<file path="src/rtl/fft_pkg.sv">
// rtl/fft_pkg.sv - shared widths, unity twiddle and saturation limits for the FFT datapath
package fft_pkg;

  localparam int DATA_WIDTH = 16;
  localparam int TW_WIDTH   = 15;
  localparam int TW_FRAC    = 13;
  localparam int TW_UNITY   = 1 << TW_FRAC;

  function automatic longint sat_max(input int width);
    return (longint'(1) <<< (width - 1)) - 1;
  endfunction

  function automatic longint sat_min(input int width);
    return -(longint'(1) <<< (width - 1));
  endfunction

  localparam longint SAT_MAX = sat_max(DATA_WIDTH);
  localparam longint SAT_MIN = sat_min(DATA_WIDTH);

endpackage

</file>
<file path="src/rtl/fft_round_sat.sv">
// rtl/fft_round_sat.sv - round half up, shift by FRAC (+1 when scaling), saturate, flag clamp
module fft_round_sat
  import fft_pkg::*;
#(
  parameter int IN_W  = DATA_WIDTH + TW_WIDTH + 2,
  parameter int OUT_W = DATA_WIDTH,
  parameter int FRAC  = TW_FRAC
) (
  input  logic [IN_W-1:0]  sum,
  input  logic             scale,
  output logic [OUT_W-1:0] result,
  output logic             ovf
);

  localparam logic signed [IN_W:0] HI    = (IN_W + 1)'(sat_max(OUT_W));
  localparam logic signed [IN_W:0] LO    = (IN_W + 1)'(sat_min(OUT_W));
  localparam logic signed [IN_W:0] HALF0 = (IN_W + 1)'(longint'(1) <<< (FRAC - 1));
  localparam logic signed [IN_W:0] HALF1 = (IN_W + 1)'(longint'(1) <<< FRAC);

  // One guard bit so adding the rounding constant can never wrap.
  logic signed [IN_W:0] wide;
  logic signed [IN_W:0] biased;
  logic signed [IN_W:0] shifted;

  assign wide    = {sum[IN_W-1], sum};
  assign biased  = wide + (scale ? HALF1 : HALF0);
  assign shifted = scale ? (biased >>> (FRAC + 1)) : (biased >>> FRAC);

  always_comb begin
    ovf    = 1'b0;
    result = shifted[OUT_W-1:0];
    if (shifted > HI) begin
      result = HI[OUT_W-1:0];
      ovf    = 1'b1;
    end else if (shifted < LO) begin
      result = LO[OUT_W-1:0];
      ovf    = 1'b1;
    end
  end

endmodule

</file>
<file path="src/rtl/butterfly_r2_pipe.sv">
// rtl/butterfly_r2_pipe.sv - 3-stage radix-2 DIT butterfly with handshake, inverse mode, scaling and saturation
module butterfly_r2_pipe #(
  parameter int DATA_WIDTH = fft_pkg::DATA_WIDTH,
  parameter int TW_WIDTH   = fft_pkg::TW_WIDTH,
  parameter int TW_FRAC    = fft_pkg::TW_FRAC,
  parameter int TAG_WIDTH  = 10
) (
  input  logic                  clk,
  input  logic                  rst_n,
  input  logic                  in_valid,
  output logic                  in_ready,
  input  logic                  inverse,
  input  logic                  scale,
  input  logic [TAG_WIDTH-1:0]  in_tag,
  input  logic [DATA_WIDTH-1:0] xp_real,
  input  logic [DATA_WIDTH-1:0] xp_imag,
  input  logic [DATA_WIDTH-1:0] xq_real,
  input  logic [DATA_WIDTH-1:0] xq_imag,
  input  logic [TW_WIDTH-1:0]   factor_real,
  input  logic [TW_WIDTH-1:0]   factor_imag,
  output logic                  out_valid,
  input  logic                  out_ready,
  output logic [TAG_WIDTH-1:0]  out_tag,
  output logic [DATA_WIDTH-1:0] yp_real,
  output logic [DATA_WIDTH-1:0] yp_imag,
  output logic [DATA_WIDTH-1:0] yq_real,
  output logic [DATA_WIDTH-1:0] yq_imag,
  output logic                  ovf_sticky,
  input  logic                  ovf_clr
);

  localparam int PW = DATA_WIDTH + TW_WIDTH;
  localparam int XW = DATA_WIDTH + TW_FRAC;
  localparam int SW = DATA_WIDTH + TW_WIDTH + 2;

  logic adv;
  assign adv      = ~out_valid | out_ready;
  assign in_ready = adv;

  logic                 v1, inv1, scl1;
  logic [TAG_WIDTH-1:0] tag1;
  logic signed [PW-1:0] rr1, ii1, ri1, ir1;
  logic signed [XW-1:0] xr1, xi1;

  always_ff @(posedge clk or negedge rst_n) begin
    if (!rst_n) begin
      v1 <= 1'b0; inv1 <= 1'b0; scl1 <= 1'b0; tag1 <= '0;
      rr1 <= '0; ii1 <= '0; ri1 <= '0; ir1 <= '0; xr1 <= '0; xi1 <= '0;
    end else if (adv) begin
      v1   <= in_valid & in_ready;
      inv1 <= inverse;
      scl1 <= scale;
      tag1 <= in_tag;
      rr1  <= PW'($signed(xq_real)) * PW'($signed(factor_real));
      ii1  <= PW'($signed(xq_imag)) * PW'($signed(factor_imag));
      ri1  <= PW'($signed(xq_real)) * PW'($signed(factor_imag));
      ir1  <= PW'($signed(xq_imag)) * PW'($signed(factor_real));
      xr1  <= {xp_real, {TW_FRAC{1'b0}}};
      xi1  <= {xp_imag, {TW_FRAC{1'b0}}};
    end
  end

  // Inverse mode conjugates the twiddle by swapping the cross-term signs here.
  logic signed [SW-1:0] mr, mi, xr_e, xi_e;
  always_comb begin
    xr_e = SW'(xr1);
    xi_e = SW'(xi1);
    if (inv1) begin
      mr = SW'(rr1) + SW'(ii1);
      mi = SW'(ir1) - SW'(ri1);
    end else begin
      mr = SW'(rr1) - SW'(ii1);
      mi = SW'(ri1) + SW'(ir1);
    end
  end

  logic                 v2, scl2;
  logic [TAG_WIDTH-1:0] tag2;
  logic [SW-1:0]        pr2, pi2, qr2, qi2;

  always_ff @(posedge clk or negedge rst_n) begin
    if (!rst_n) begin
      v2 <= 1'b0; scl2 <= 1'b0; tag2 <= '0;
      pr2 <= '0; pi2 <= '0; qr2 <= '0; qi2 <= '0;
    end else if (adv) begin
      v2   <= v1;
      scl2 <= scl1;
      tag2 <= tag1;
      pr2  <= xr_e + mr;
      qr2  <= xr_e - mr;
      pi2  <= xi_e + mi;
      qi2  <= xi_e - mi;
    end
  end

  logic [DATA_WIDTH-1:0] rpr, rpi, rqr, rqi;
  logic [3:0]            ovf4;

  fft_round_sat #(.IN_W(SW), .OUT_W(DATA_WIDTH), .FRAC(TW_FRAC)) u_rs_pr (
    .sum(pr2), .scale(scl2), .result(rpr), .ovf(ovf4[0]));
  fft_round_sat #(.IN_W(SW), .OUT_W(DATA_WIDTH), .FRAC(TW_FRAC)) u_rs_pi (
    .sum(pi2), .scale(scl2), .result(rpi), .ovf(ovf4[1]));
  fft_round_sat #(.IN_W(SW), .OUT_W(DATA_WIDTH), .FRAC(TW_FRAC)) u_rs_qr (
    .sum(qr2), .scale(scl2), .result(rqr), .ovf(ovf4[2]));
  fft_round_sat #(.IN_W(SW), .OUT_W(DATA_WIDTH), .FRAC(TW_FRAC)) u_rs_qi (
    .sum(qi2), .scale(scl2), .result(rqi), .ovf(ovf4[3]));

  always_ff @(posedge clk or negedge rst_n) begin
    if (!rst_n) begin
      out_valid <= 1'b0; out_tag <= '0;
      yp_real <= '0; yp_imag <= '0; yq_real <= '0; yq_imag <= '0;
    end else if (adv) begin
      out_valid <= v2;
      out_tag   <= tag2;
      yp_real   <= rpr;
      yp_imag   <= rpi;
      yq_real   <= rqr;
      yq_imag   <= rqi;
    end
  end

  // A clamp landing in the same cycle as a clear keeps the flag set.
  always_ff @(posedge clk or negedge rst_n) begin
    if (!rst_n)
      ovf_sticky <= 1'b0;
    else if (adv && v2 && (|ovf4))
      ovf_sticky <= 1'b1;
    else if (ovf_clr)
      ovf_sticky <= 1'b0;
  end

endmodule

</file>
<file path="config.mk">
export PLATFORM = sky130hd
export DESIGN_NAME = butterfly_r2_pipe
export DESIGN_NICKNAME = d
export VERILOG_FILES = /design/src/rtl/fft_pkg.sv /design/src/rtl/fft_round_sat.sv /design/src/rtl/butterfly_r2_pipe.sv
export SDC_FILE = /design/constraint.sdc
export NUM_CORES = 2
export LEC_CHECK = 0
export BUFFER_PORTS_ARGS = -buffer_cell sky130_fd_sc_hd__buf_2
export CAP_MARGIN = 40
export CORE_MARGIN = 10
export CORE_UTILIZATION = 45
export CTS_CLUSTER_DIAMETER = 60
export CTS_CLUSTER_SIZE = 16
export DETAILED_ROUTE_END_ITERATION = 7
export PLACE_DENSITY_LB_ADDON = 0.2
export SLEW_MARGIN = 10
export SYNTH_ARGS = -nofsm -noshare
export SYNTH_HDL_FRONTEND = slang
export SYNTH_SLANG_ARGS = --single-unit
export TNS_END_PERCENT = 100
</file>
<file path="constraint.sdc">
create_clock -name clk -period 6.4 [get_ports clk]
set_input_delay 1.28 -clock clk [delete_from_list [all_inputs] [get_ports clk]]
set_output_delay 1.28 -clock clk [all_outputs]
set_load 0.01 [all_outputs]
</file>
**After elaboration in Yosys (flattened, before gate mapping)**

Cells that the tools add are included.

- Add/subtract/negate cells: 12
- $mul: 4
- Magnitude comparators: 8
- Muxes and demuxes: 25
- Bitwise logic cells: 3
- Reduce and logical (&&, ||, !) cells: 4

Operators with widths:

| operator | number |
|---|---|
| $add A33 B15 Y34 | 4 |
| $mux W16 | 8 |
| $mul A16 B15 Y31 | 4 |
| $gt A21 B16 Y1 const B | 4 |
| $lt A21 B16 Y1 const B | 4 |
| $mux W20 | 4 |
| $add A29 B33 Y33 | 2 |
| $mux W33 | 2 |
| $sub A29 B33 Y33 | 2 |
| $add A31 B31 Y32 | 2 |
| $sub A31 B31 Y32 | 2 |
| $mux W14 | 1 |
| $mux W1 | 10 |
| $reduce_or A4 Y1 | 1 |
| $logic_and A1 B1 Y1 | 2 |
| $reduce_bool A2 Y1 | 1 |
| $and A1 B1 Y1 | 1 |
| $not A1 Y1 | 1 |
| $or A1 B1 Y1 | 1 |

- Flip-flop bits (word level): 389
- Bits of input ports: 111
- Word-level logic and storage cells: 80

**Depth between registers and ports, before layout**

- Depth in word-level cells: 9
- Gate-level depth with buffers: 31
- Mapped depth without buffers: 30

**By module**

A second synthesis with hierarchy kept.

- Cell total of the unflattened synthesis: 7669
- Area, all modules: 64639.5 sq um

Modules (own cells, without submodules):

| module | instances | cells an instance | area an instance (sq um) | seq. area each (sq um) |
|---|---|---|---|---|
| butterfly_r2_pipe | 1 | 6753 | 58964.1 | 9684.3 |
| fft_round_sat | 4 | 229 | 1418.9 | 0.0 |

**Worst setup path before layout**

OpenSTA, ideal clock, no wires.

- Path kind: input -> register
- Start point: input xq_real[15]
- End point: register rr1[28]
- Library setup time: 0.137 ns
- Arrival time: 7.155 ns
- Setup slack: -0.891 ns
- Stages on the path: 22
- Path through: clkbuf_1 > clkbuf_1 > nand2_1 > inv_1 > fa_1 > fa_1 > fa_1 > fa_1 > fa_1 > inv_1 > fa_1 > inv_1 > ha_1 > or3_1 > a211oi_1 > nor3b_1 > a31o_2 > o41ai_1 > o21ai_0 > o41ai_2 > xor2_1 > a21oi_1

- Word-level cells in the longest chain between the ends: 1

Ends and longest elaborated chain:

| element | RTL line | text |
|---|---|---|
| from (decl) | butterfly_r2_pipe.sv:17 | `input logic [DATA_WIDTH-1:0] xq_real,` |
| $mul A16 B15 Y31 | butterfly_r2_pipe.sv:54 | `rr1 <= PW'($signed(xq_real)) * PW'($signed(factor_real));` |
| to (signal assigned) | butterfly_r2_pipe.sv:54 |  |
| to (decl) | butterfly_r2_pipe.sv:42 | `logic signed [PW-1:0] rr1, ii1, ri1, ir1;` |

Every way passes these cells.
A chain may end at the register's enable or synchronous reset.

**Worst setup path in the final report**

- Start point: input xq_real[5]
- End point: register rr1[29]

Same word-level chain as after synthesis.

==> qor.log <==
qor: critical_path.r2r_path_start ii1[3]
qor: floorplanning.start_util 0.453
qor: drt.num_vias 49431
qor: global_route.grt_start_max_net_pins 185
qor: drt.dr.pass1.iters 6
qor: yosys.number_of_enable_flip_flop_cells_after_synthesis 0
qor: sta.skew 0.0406 ns
qor: hold_path.timing.hold.worst.start out_tag[7]
qor: critical_path.critPathMaxStageDelay 0.55 ns
qor: sta.setup_violations 28
qor: layout.post_layout_instance_count_excluding_filler_cells 9490
qor: yosys.yosys_top_cell_area_share 0.314
qor: clocking.cts_tree built
qor: clocking.tritoncts_num_sinks 341
qor: critical_path.setup.reg_to_reg.worst_slack 0.19 ns
qor: clocking.clkTransAtPathRegs 0.07 ns
qor: layout.final_cell_mix sky130_fd_sc_hd__inv_1, sky130_fd_sc_hd__nand2_1, sky130_fd_sc_hd__fa_1, sky130_fd_sc_hd__buf_4, sky130_fd_sc_hd__ha_1
qor: sta.timing.final.crit_period 6.92 ns
qor: critical_path.endpoint_kind register
qor: clocking.insertion_delay 0.61 ns
qor: sta.rsz0062_at_grt true
qor: critical_path.critPathMostFrequentCell sky130_fd_sc_hd__fa_1
qor: yosys.mappedNetlistNets 8624
qor: critical_path.critPathKind in2reg
qor: drt.drt_wl_total 175000 microns
qor: global_route.first_global_vias 51027
qor: yosys.netlist_top_cells_area sky130_fd_sc_hd__fa_1, sky130_fd_sc_hd__dfrtp_1, sky130_fd_sc_hd__ha_1
qor: sta.tightestPinTransition 0.897 ns
qor: drt.wl_per_cell 18.5 microns
qor: critical_path.reg2reg_capture_point qr2[31]
qor: yosys.synthesis.area_per_instance 8.55 sq um
qor: sta.finalCritPeriodShare 1.08
qor: critical_path.cell_with_the_biggest_individual_delay_on_the_critical_path sky130_fd_sc_hd__fa_1
qor: critical_path.timing.critical_path.fanout_max 5
qor: floorplanning.design.die.area 149000 sq um
qor: layout.multi_input_area 48000 sq um
qor: clocking.cts.hold.buffers_added 0
qor: layout.drive_above_1_share 0.179
qor: outcome.failed_checks setup timing
qor: run.drv.max_cap_violation_count 0
qor: critical_path.worst-endpoint-arrival 7.33 ns
qor: sta.postLayoutSetupSlackWorst -0.522 ns
qor: layout.most_common_library_cell_in_the_layout_ignoring_fill_and_taps sky130_fd_sc_hd__inv_1
qor: floorplanning.ioPinCount 188
qor: placement.hpwl 142000 microns
qor: placement.gp_congestion 0.965
qor: yosys.ys_seq_elements 341
qor: hold_path.hold_path_end out_tag[7]
qor: outcome.run_status finished with violations
qor: critical_path.cp-start-kind primary input
qor: yosys.synth.yosys.seq_area_share 0.141
qor: yosys.largest_area_contributor_in_the_netlist sky130_fd_sc_hd__fa_1
qor: sta.fmax 144 MHz
qor: drt.drtAntennaViolNets 0
qor: yosys.netlist_instances 7075
qor: hold_path.min_path_cells 2
qor: layout.synthToLayoutAreaGrowth 19.8%
qor: clocking.clk_path_buf_depth 3
qor: sta.hold_viol_final 0
qor: global_route.grt-ovfl-total 0
qor: drt.routed_via_density 5.21
qor: hold_path.hp-class reg2reg
qor: drt.route.detailed.drc 0
qor: global_route.grt_pass1_wl 283000 microns
qor: yosys.yosys_most_used_dff sky130_fd_sc_hd__dfrtp_1
qor: floorplanning.die-height 387 microns
qor: layout.fill_cell_count 12474
qor: critical_path.startpoint xq_real[5]
qor: floorplanning.core_box_area 133000 sq um
qor: sta.timing.final.max_slew_violations 0
qor: drt.detail_route.iter0.violations 3023
qor: clocking.cts_root_buf sky130_fd_sc_hd__clkbuf_16
qor: global_route.grt_util_all_layers 0.232
qor: yosys.post_synth_design_cell_area 60500 sq um
qor: yosys.yosys.cell_types.count 100
qor: clocking.htree_num_levels 2
qor: layout.sequential_cell_area 8540 sq um
qor: sta.final.setup.tns -5.39 ns
qor: floorplanning.fp.dieW 387 microns
qor: yosys.synth-async-reset-ratio 1.00
qor: placement.io_buffers 187
qor: critical_path.worstPathRequired 6.81 ns
qor: global_route.antenna_found_initial 8
qor: placement.dp_cells 9344
qor: clocking.tritoncts.num_buffers 39
qor: layout.num-nets-final 9241
qor: sta.worst_case_headroom_to_the_max_slew_limit 0.401
qor: floorplanning.core.rowCount 134
qor: placement.place_ws -1.30 ns
qor: yosys.yosysWarningCount 0
qor: critical_path.ff2ff_path_depth 25
-- cell usage after synthesis (33+ instances only) --
master                        n
sky130_fd_sc_hd__or3_1       34
sky130_fd_sc_hd__nand2_1    997
sky130_fd_sc_hd__and3_1      33
sky130_fd_sc_hd__nand2b_1    58
sky130_fd_sc_hd__clkbuf_1   309
sky130_fd_sc_hd__fa_1       948
sky130_fd_sc_hd__o21ai_0    231
sky130_fd_sc_hd__a21o_1      77
sky130_fd_sc_hd__o21bai_1    33
sky130_fd_sc_hd__dfrtp_1    341
sky130_fd_sc_hd__a31oi_1     54
sky130_fd_sc_hd__a211oi_1    46
sky130_fd_sc_hd__a21oi_1    310
sky130_fd_sc_hd__inv_1     1193
sky130_fd_sc_hd__ha_1       490
sky130_fd_sc_hd__nor3_1      93
sky130_fd_sc_hd__and2_1     459
sky130_fd_sc_hd__nand3_1     97
sky130_fd_sc_hd__xnor2_1    207
sky130_fd_sc_hd__nor2_1     419
sky130_fd_sc_hd__xor2_1     124
-- registers in the layout, summed over array words and instances, names as in the netlist, 21 cells and up --
name,cells
ii1,31
ir1,31
ri1,31
rr1,31
pi2,21
pr2,21
qi2,21
qr2,21
-- worst max-delay path, delay by kind of cell --
kind,cells,cell delay [ns]
AND/OR/NAND/NOR,3,0.89
adder cells (fa/ha/maj),7,3.22
buffers and inverters,6,0.44
AO/OA/AOI/OAI,8,1.26
XOR/XNOR,1,0.22
-- how the worst max path moves through the flow --
stage	depth (start not counted)	endpoint
final	25	rr1[29]
after global routing	25	rr1[29]
after CTS	25	rr1[29]
after detailed placement	25	ir1[30]
after global placement	25	ir1[30]
after floorplan	22	rr1[28]
-- layer usage --
layer	global-route usage	wire, microns
met1	0.315	77300
met2	0.387	83900
met3	0.0300	8500
met4	0.0652	5550
met5	0	54
-- cell families after synthesis --
group / count (synthesis) / share of synthesized area
compound gates: 1055 / 0.112
xor+xnor: 333 / 0.0489
fa+ha+maj: 1438 / 0.415
buf+inv: 1544 / 0.0963
flops: 341 / 0.141
mux: 25 / 0.00424
simple gates: 2339 / 0.182
-- area by class of cell --
class | count | share of cell area
diodes | 4 | 0.000138
clock buffers | 43 | 0.0144
clock inverters | 24 | 0.00406
inverters | 1195 | 0.0621
multi-input cells | 5190 | 0.662
flip-flops and latches | 341 | 0.118
well taps | 1768 | 0.0305
repair buffers | 925 | 0.108
-- metrics by stage --
step                      utilization  instance area (sq um)  hold WS (ns)
after floorplan                     -                  61400         0.439
after global placement          0.513                  68500         0.447
after detailed placement        0.514                  68600         0.451
after CTS                       0.535                  71400         0.468
after global routing            0.543                  72400         0.493
final                           0.543                  72400         0.463
-- repair_timing --
item / 4_1_cts / 5_1_grt
setup buffers: 58 / 32
pin swaps: 120 / 114
cloned: 3 / 0
setup endpoints to repair: 43 / 79
resized for setup: 235 / 188
hold endpoints to repair: 0 / 0
Power is left out: the tool's default activity adds up to more than one toggle a clock period on the data nets, which glitch-free logic cannot reach.
